<file path="src/rtl/sass_seq_pkg.sv">
// sass_seq_pkg
// Shared note-code definitions for the sequencer and piano paths.
// Provides the note_t type, the chromatic note constants (OFF, LOW_C .. HIGH_C)
// and the next_note helper that advances a note code with wrap-around.
// No ports: package only.
package sass_seq_pkg;

    localparam int NOTE_W   = 4;
    localparam int NOTE_MAX = 13;

    typedef logic [NOTE_W-1:0] note_t;

    // Chromatic scale, low C to high C. Codes 14 and 15 are never stored.
    localparam note_t OFF    = 4'd0;
    localparam note_t LOW_C  = 4'd1;
    localparam note_t C_S    = 4'd2;
    localparam note_t D_N    = 4'd3;
    localparam note_t D_S    = 4'd4;
    localparam note_t E_N    = 4'd5;
    localparam note_t F_N    = 4'd6;
    localparam note_t F_S    = 4'd7;
    localparam note_t G_N    = 4'd8;
    localparam note_t G_S    = 4'd9;
    localparam note_t A_N    = 4'd10;
    localparam note_t A_S    = 4'd11;
    localparam note_t B_N    = 4'd12;
    localparam note_t HIGH_C = 4'd13;

    // Advance a note by one semitone; high C wraps back to OFF so a player can
    // cycle through every value including silence with a single button.
    function automatic note_t next_note(input note_t n);
        return (n >= note_t'(NOTE_MAX)) ? OFF : note_t'(n + 1'b1);
    endfunction

endpackage

</file>
<file path="src/rtl/seq_gate_timer.sv">
// seq_gate_timer
// Loadable down-counter that times how long a triggered note keeps sounding.
//   clk    in  system clock
//   rst    in  synchronous active-high reset, clears the counter
//   load   in  start a new gate: counter <= GATE_LEN-1
//   kill   in  abort the gate: counter <= 0
//   active out counter is nonzero, i.e. the current note must be held
module seq_gate_timer #(
    parameter int GATE_LEN = 2500
) (
    input  logic clk,
    input  logic rst,
    input  logic load,
    input  logic kill,
    output logic active
);

    localparam int CNT_W = $clog2(GATE_LEN + 1);
    localparam logic [CNT_W-1:0] RELOAD = CNT_W'(GATE_LEN - 1);

    logic [CNT_W-1:0] count;

    // The note is already visible on the load edge, so loading GATE_LEN-1 and
    // holding while the count is nonzero yields exactly GATE_LEN sounding cycles.
    always_ff @(posedge clk) begin
        if (rst || kill) begin
            count <= '0;
        end else if (load) begin
            count <= RELOAD;
        end else if (count != '0) begin
            count <= count - 1'b1;
        end
    end

    assign active = (count != '0);

endmodule

</file>
<file path="src/rtl/sequencer_track.sv">
// sequencer_track
// Multi-step note sequencer track: one stored note per step, editable by the
// player, replayed with a fixed gate length on every beat change.
//   clk          in  system clock
//   rst          in  synchronous active-high reset
//   sequencer_on in  1 = sequencer mode, 0 = piano mode
//   beat         in  current beat from the measure counter
//   edit_step    in  step selected for editing / display
//   toggle       in  single-cycle pulse, advances the note at edit_step
//   clear_step   in  pulse, sets the note at edit_step to OFF
//   clear_all    in  pulse, sets every step to OFF
//   note_out     out note being played (0 = OFF)
//   gate         out high while note_out is sounding
//   edit_note    out registered note stored at edit_step (display)
module sequencer_track
    import sass_seq_pkg::*;
#(
    parameter int NUM_STEPS = 8,
    parameter int BEAT_W    = 4,
    parameter int GATE_LEN  = 2500
) (
    input  logic                         clk,
    input  logic                         rst,
    input  logic                         sequencer_on,
    input  logic [BEAT_W-1:0]            beat,
    input  logic [$clog2(NUM_STEPS)-1:0] edit_step,
    input  logic                         toggle,
    input  logic                         clear_step,
    input  logic                         clear_all,
    output logic [NOTE_W-1:0]            note_out,
    output logic                         gate,
    output logic [NOTE_W-1:0]            edit_note
);

    note_t             mem      [NUM_STEPS];
    note_t             mem_next [NUM_STEPS];
    note_t             beat_note;
    note_t             edit_sel;
    note_t             note_q;
    logic [BEAT_W-1:0] beat_q;
    logic              on_q;
    logic              trig;
    logic              timer_load;
    logic              timer_kill;
    logic              timer_active;

    // Note stored at the current beat, or OFF when the beat lies beyond the
    // last step. Reads the pre-edit memory so a same-cycle edit of the playing
    // step only affects the next trigger.
    always_comb begin
        beat_note = OFF;
        for (int i = 0; i < NUM_STEPS; i++) begin
            if (int'(beat) == i) begin
                beat_note = mem[i];
            end
        end
    end

    // Edit logic: clear_all beats clear_step beats toggle. Out-of-range steps
    // and piano mode leave the memory untouched.
    always_comb begin
        mem_next = mem;
        if (sequencer_on) begin
            if (clear_all) begin
                for (int i = 0; i < NUM_STEPS; i++) begin
                    mem_next[i] = OFF;
                end
            end else begin
                for (int i = 0; i < NUM_STEPS; i++) begin
                    if (int'(edit_step) == i) begin
                        if (clear_step) begin
                            mem_next[i] = OFF;
                        end else if (toggle) begin
                            mem_next[i] = next_note(mem[i]);
                        end
                    end
                end
            end
        end
    end

    // Display value is taken from the post-edit memory so an edit shows up on
    // the same edge it is written.
    always_comb begin
        edit_sel = OFF;
        for (int i = 0; i < NUM_STEPS; i++) begin
            if (int'(edit_step) == i) begin
                edit_sel = mem_next[i];
            end
        end
    end

    // A trigger fires on every beat change and also when the sequencer is
    // switched on, so the current beat plays immediately.
    assign trig       = sequencer_on && ((beat != beat_q) || !on_q);
    assign timer_load = trig && (beat_note != OFF);
    assign timer_kill = !sequencer_on || (trig && (beat_note == OFF));

    always_ff @(posedge clk) begin
        if (rst) begin
            for (int i = 0; i < NUM_STEPS; i++) begin
                mem[i] <= OFF;
            end
            edit_note <= OFF;
            beat_q    <= '0;
            on_q      <= 1'b0;
        end else begin
            mem       <= mem_next;
            edit_note <= edit_sel;
            beat_q    <= beat;
            on_q      <= sequencer_on;
        end
    end

    // Output note: a trigger always replaces the previous note (silence for an
    // OFF step), otherwise the note holds until the gate timer runs out.
    always_ff @(posedge clk) begin
        if (rst || !sequencer_on) begin
            note_q <= OFF;
        end else if (trig) begin
            note_q <= beat_note;
        end else if (!timer_active) begin
            note_q <= OFF;
        end
    end

    seq_gate_timer #(
        .GATE_LEN (GATE_LEN)
    ) u_gate_timer (
        .clk    (clk),
        .rst    (rst),
        .load   (timer_load),
        .kill   (timer_kill),
        .active (timer_active)
    );

    assign note_out = note_q;
    assign gate     = (note_q != OFF);

endmodule

</file>
<file path="config.mk">
export PLATFORM = sky130hd
export DESIGN_NAME = sequencer_track
export DESIGN_NICKNAME = d
export VERILOG_FILES = /design/src/rtl/sass_seq_pkg.sv /design/src/rtl/seq_gate_timer.sv /design/src/rtl/sequencer_track.sv
export SDC_FILE = /design/constraint.sdc
export NUM_CORES = 1
export LEC_CHECK = 0
export BUFFER_PORTS_ARGS = -buffer_cell sky130_fd_sc_hd__buf_2
export CAP_MARGIN = 5
export CORE_MARGIN = 2
export CORE_UTILIZATION = 60
export DETAILED_ROUTE_END_ITERATION = 6
export HOLD_SLACK_MARGIN = 0.05
export PLACE_DENSITY = 0.78
export SLEW_MARGIN = 20
export SYNTH_ARGS = -nofsm -noshare
export SYNTH_HDL_FRONTEND = slang
export SYNTH_SLANG_ARGS = --single-unit
</file>
<file path="constraint.sdc">
create_clock -name clk -period 2.5 [get_ports clk]
set_input_delay 0.25 -clock clk [delete_from_list [all_inputs] [get_ports clk]]
set_output_delay 0.25 -clock clk [all_outputs]
set_load 0.01 [all_outputs]
</file>
==> impl_metrics.ini <==
[status]
status = finished clean

[clocking]
holdBufCountCts = 0
clockBufferDepth = 2
cts-htree-levels = 3
postCtsSetupBuffers = 0
post_cts_resized = 0
cts_tree = built
clk_pin_slew_ns = 0.08
numCtsBuffers = 9
clk_latency_ns = 0.36
root_buffer = clkbuf_8
cts_sinks = 57

[final_layout]
num_antenna_cells = 0
fin_util = 0.6930
stdcell_area_sq_um = 4735
layout_common_cells = 57 x dfxtp_1, 48 x nor2_1, 47 x nand2_1, 38 x a21oi_1, 31 x inv_1
area_growth_pct = 11.10
fillers = 618
drive_gt1_frac = 0.1285
layout_commonest_cell = dfxtp_1
fin_nets = 609

[power_and_ir_drop]
irDropWorstVdd_uv = 269.1
p_leak_nw = 1.876
p_per_area_nw_per_um2 = 480.7

[global_route]
grt_usage = 0.3516
grt_pass1_wl_um = 21070
grt_max_degree = 24
grt_antenna_before_repair = 0
grt_overflow = 0
grt_pass1_vias = 4309

[synth]
synth_edf_count = 0
ys_seq_area_frac = 0.2678
syn_area_sq_um = 4262
ys_ff_latch = 57
synth-main-ff-cell = dfxtp_1
syn_inst = 551
ys_warn_count = 0
avgSynthCellArea_sq_um = 7.734
synthArstFlopShare = 0
yosysUniqueCellTypes = 72
synth.net_count = 589

[timing]
worst_slack_ns = 0.2457
tns_ns = 0
rsz0062_at_grt = no
tightest_slew_ns = 0.5614
finalSetupViolCount = 0
fin_crit_sh = 0.9017
fin_crit_ns = 2.254
slew_violations = 0
fmax_mhz = 443.6
clock_skew_ns = 0.01043
slew_headroom = 0.6208
hold_violations = 0

[routing]
final_antenna_net_count = 0
totalWireLength_um = 13010
routed-via-count = 4538
drt-wirelength-per-cell_um = 19.36
via_per_inst = 6.753
dr.pass1.iters = 7
drc = 0
drt-initial-drc-count = 390

[placement]
place_ws_ns = 0.2829
dpl.hpwl_um = 9620
placed_cell_area_sq_um = 4517
portBuffers = 21
routabilityCongestion = 1.039

[job]
maxCapViolCount = 0

[critical_path]
critical_path_class = reg2reg
critPathCaptureType = flip-flop
worst_ep_required_time_ns = 2.75
start_kind = flip-flop
crit_arrival_ns = 2.50
critPathMaxFanout = 6

[floorplan]
die_area_sq_um = 7792
coreArea_sq_um = 6832
die-width_um = 88.28
pin_count = 22
row_count = 30
fp.dieH_um = 88.28
initial_utilization = 0.6238

[hold_path]
min_path_type = in2reg
per-layer routing:
metal	GRT usage	share of wire
met2	0.5701	0.46
met4	0.1915	0.051
met5	0	0
met3	0.08955	0.093
met1	0.4277	0.39
registers in the layout, summed over array words and instances (netlist names):
name and cells:
beat_q 4, note_out 4, mem 32, on_q 1, u_gate_timer.count 12, edit_note 4
path summary, 6_finish.rpt:
check | from | slack, ns | endpoint | cells past startpoint
max | mem[28]$_SDFF_PP0_ | 0.25 | edit_note[2]$_SDFF_PP0_ | 8
min | beat[3] | 0.22 | beat_q[3]$_SDFF_PP0_ | 2
max reg2reg | mem[28]$_SDFF_PP0_ | 0.25 | edit_note[2]$_SDFF_PP0_ | 8
min reg2reg | mem[15]$_SDFF_PP0_ | 0.53 | mem[15]$_SDFF_PP0_ | 2
kinds of logic (layout without fill, tap and decap cells):
family / count (synthesis) / count (layout) / synth area share
mux: 15 / 15 / 0.04169
simple gates: 220 / 220 / 0.2801
flops: 57 / 57 / 0.2678
fa+ha+maj: 25 / 25 / 0.07340
compound gates: 149 / 149 / 0.2390
buf+inv: 69 / 94 / 0.06518
xor+xnor: 16 / 16 / 0.03288
synth_stat cells (10+ instances only):
cell type / n / area (sq um)
dfxtp_1: 57 / 1141
nor2_1: 48 / 180.2
nand2_1: 47 / 176.4
a21oi_1: 38 / 190.2
inv_1: 31 / 116.4
o21ai_0: 29 / 145.1
ha_1: 25 / 312.8
clkbuf_1: 24 / 90.09
nor3_1: 19 / 95.09
and2_1: 14 / 87.58
nor2b_1: 13 / 81.33
mux2i_1: 11 / 110.1
nand3_1: 11 / 55.05
xor2_1: 10 / 87.58
report_power, final:
group          total, mW  internal, mW  switching [mW]
Sequential         0.935         0.923          0.0120
Clock              0.986         0.560           0.426
Combinational      0.355         0.128           0.227
Total               2.28          1.61           0.665
worst max-delay path: stages, from the launching register on:
cell,delay [ns]
dfxtp_1,0.44
inv_1,0.10
ha_1,0.22
nor2b_1,0.16
o2111ai_1,0.24
nand3_1,0.11
a31o_1,0.23
o311a_1,0.36
a2111o_1,0.29
per-stage QoR:
step / std cells / total power, mW / hold slack, ns
6_report: 672 / 2.276 / 0.2213
5_1_grt: 672 / 2.349 / 0.2215
4_1_cts: 672 / 2.266 / 0.2174
3_5_place_dp: 656 / 1.299 / 0.5227
3_3_place_gp: 656 / 1.294 / 0.5243
2_1_floorplan: 551 / 1.192 / 0.4844
area by class of cell:
class                           count  area [sq um]  area share
Clock buffer                        9         123.9     0.02616
Clock inverter                      7         93.84     0.01982
Inverter                           32         120.1     0.02537
Multi-Input combinational cell    425          2843      0.6004
Sequential cell                    57          1141      0.2410
Tap cell                           96         120.1     0.02537
Timing Repair Buffer               46         292.8     0.06184
No activity file was read; power rests on OpenSTA's default activity.
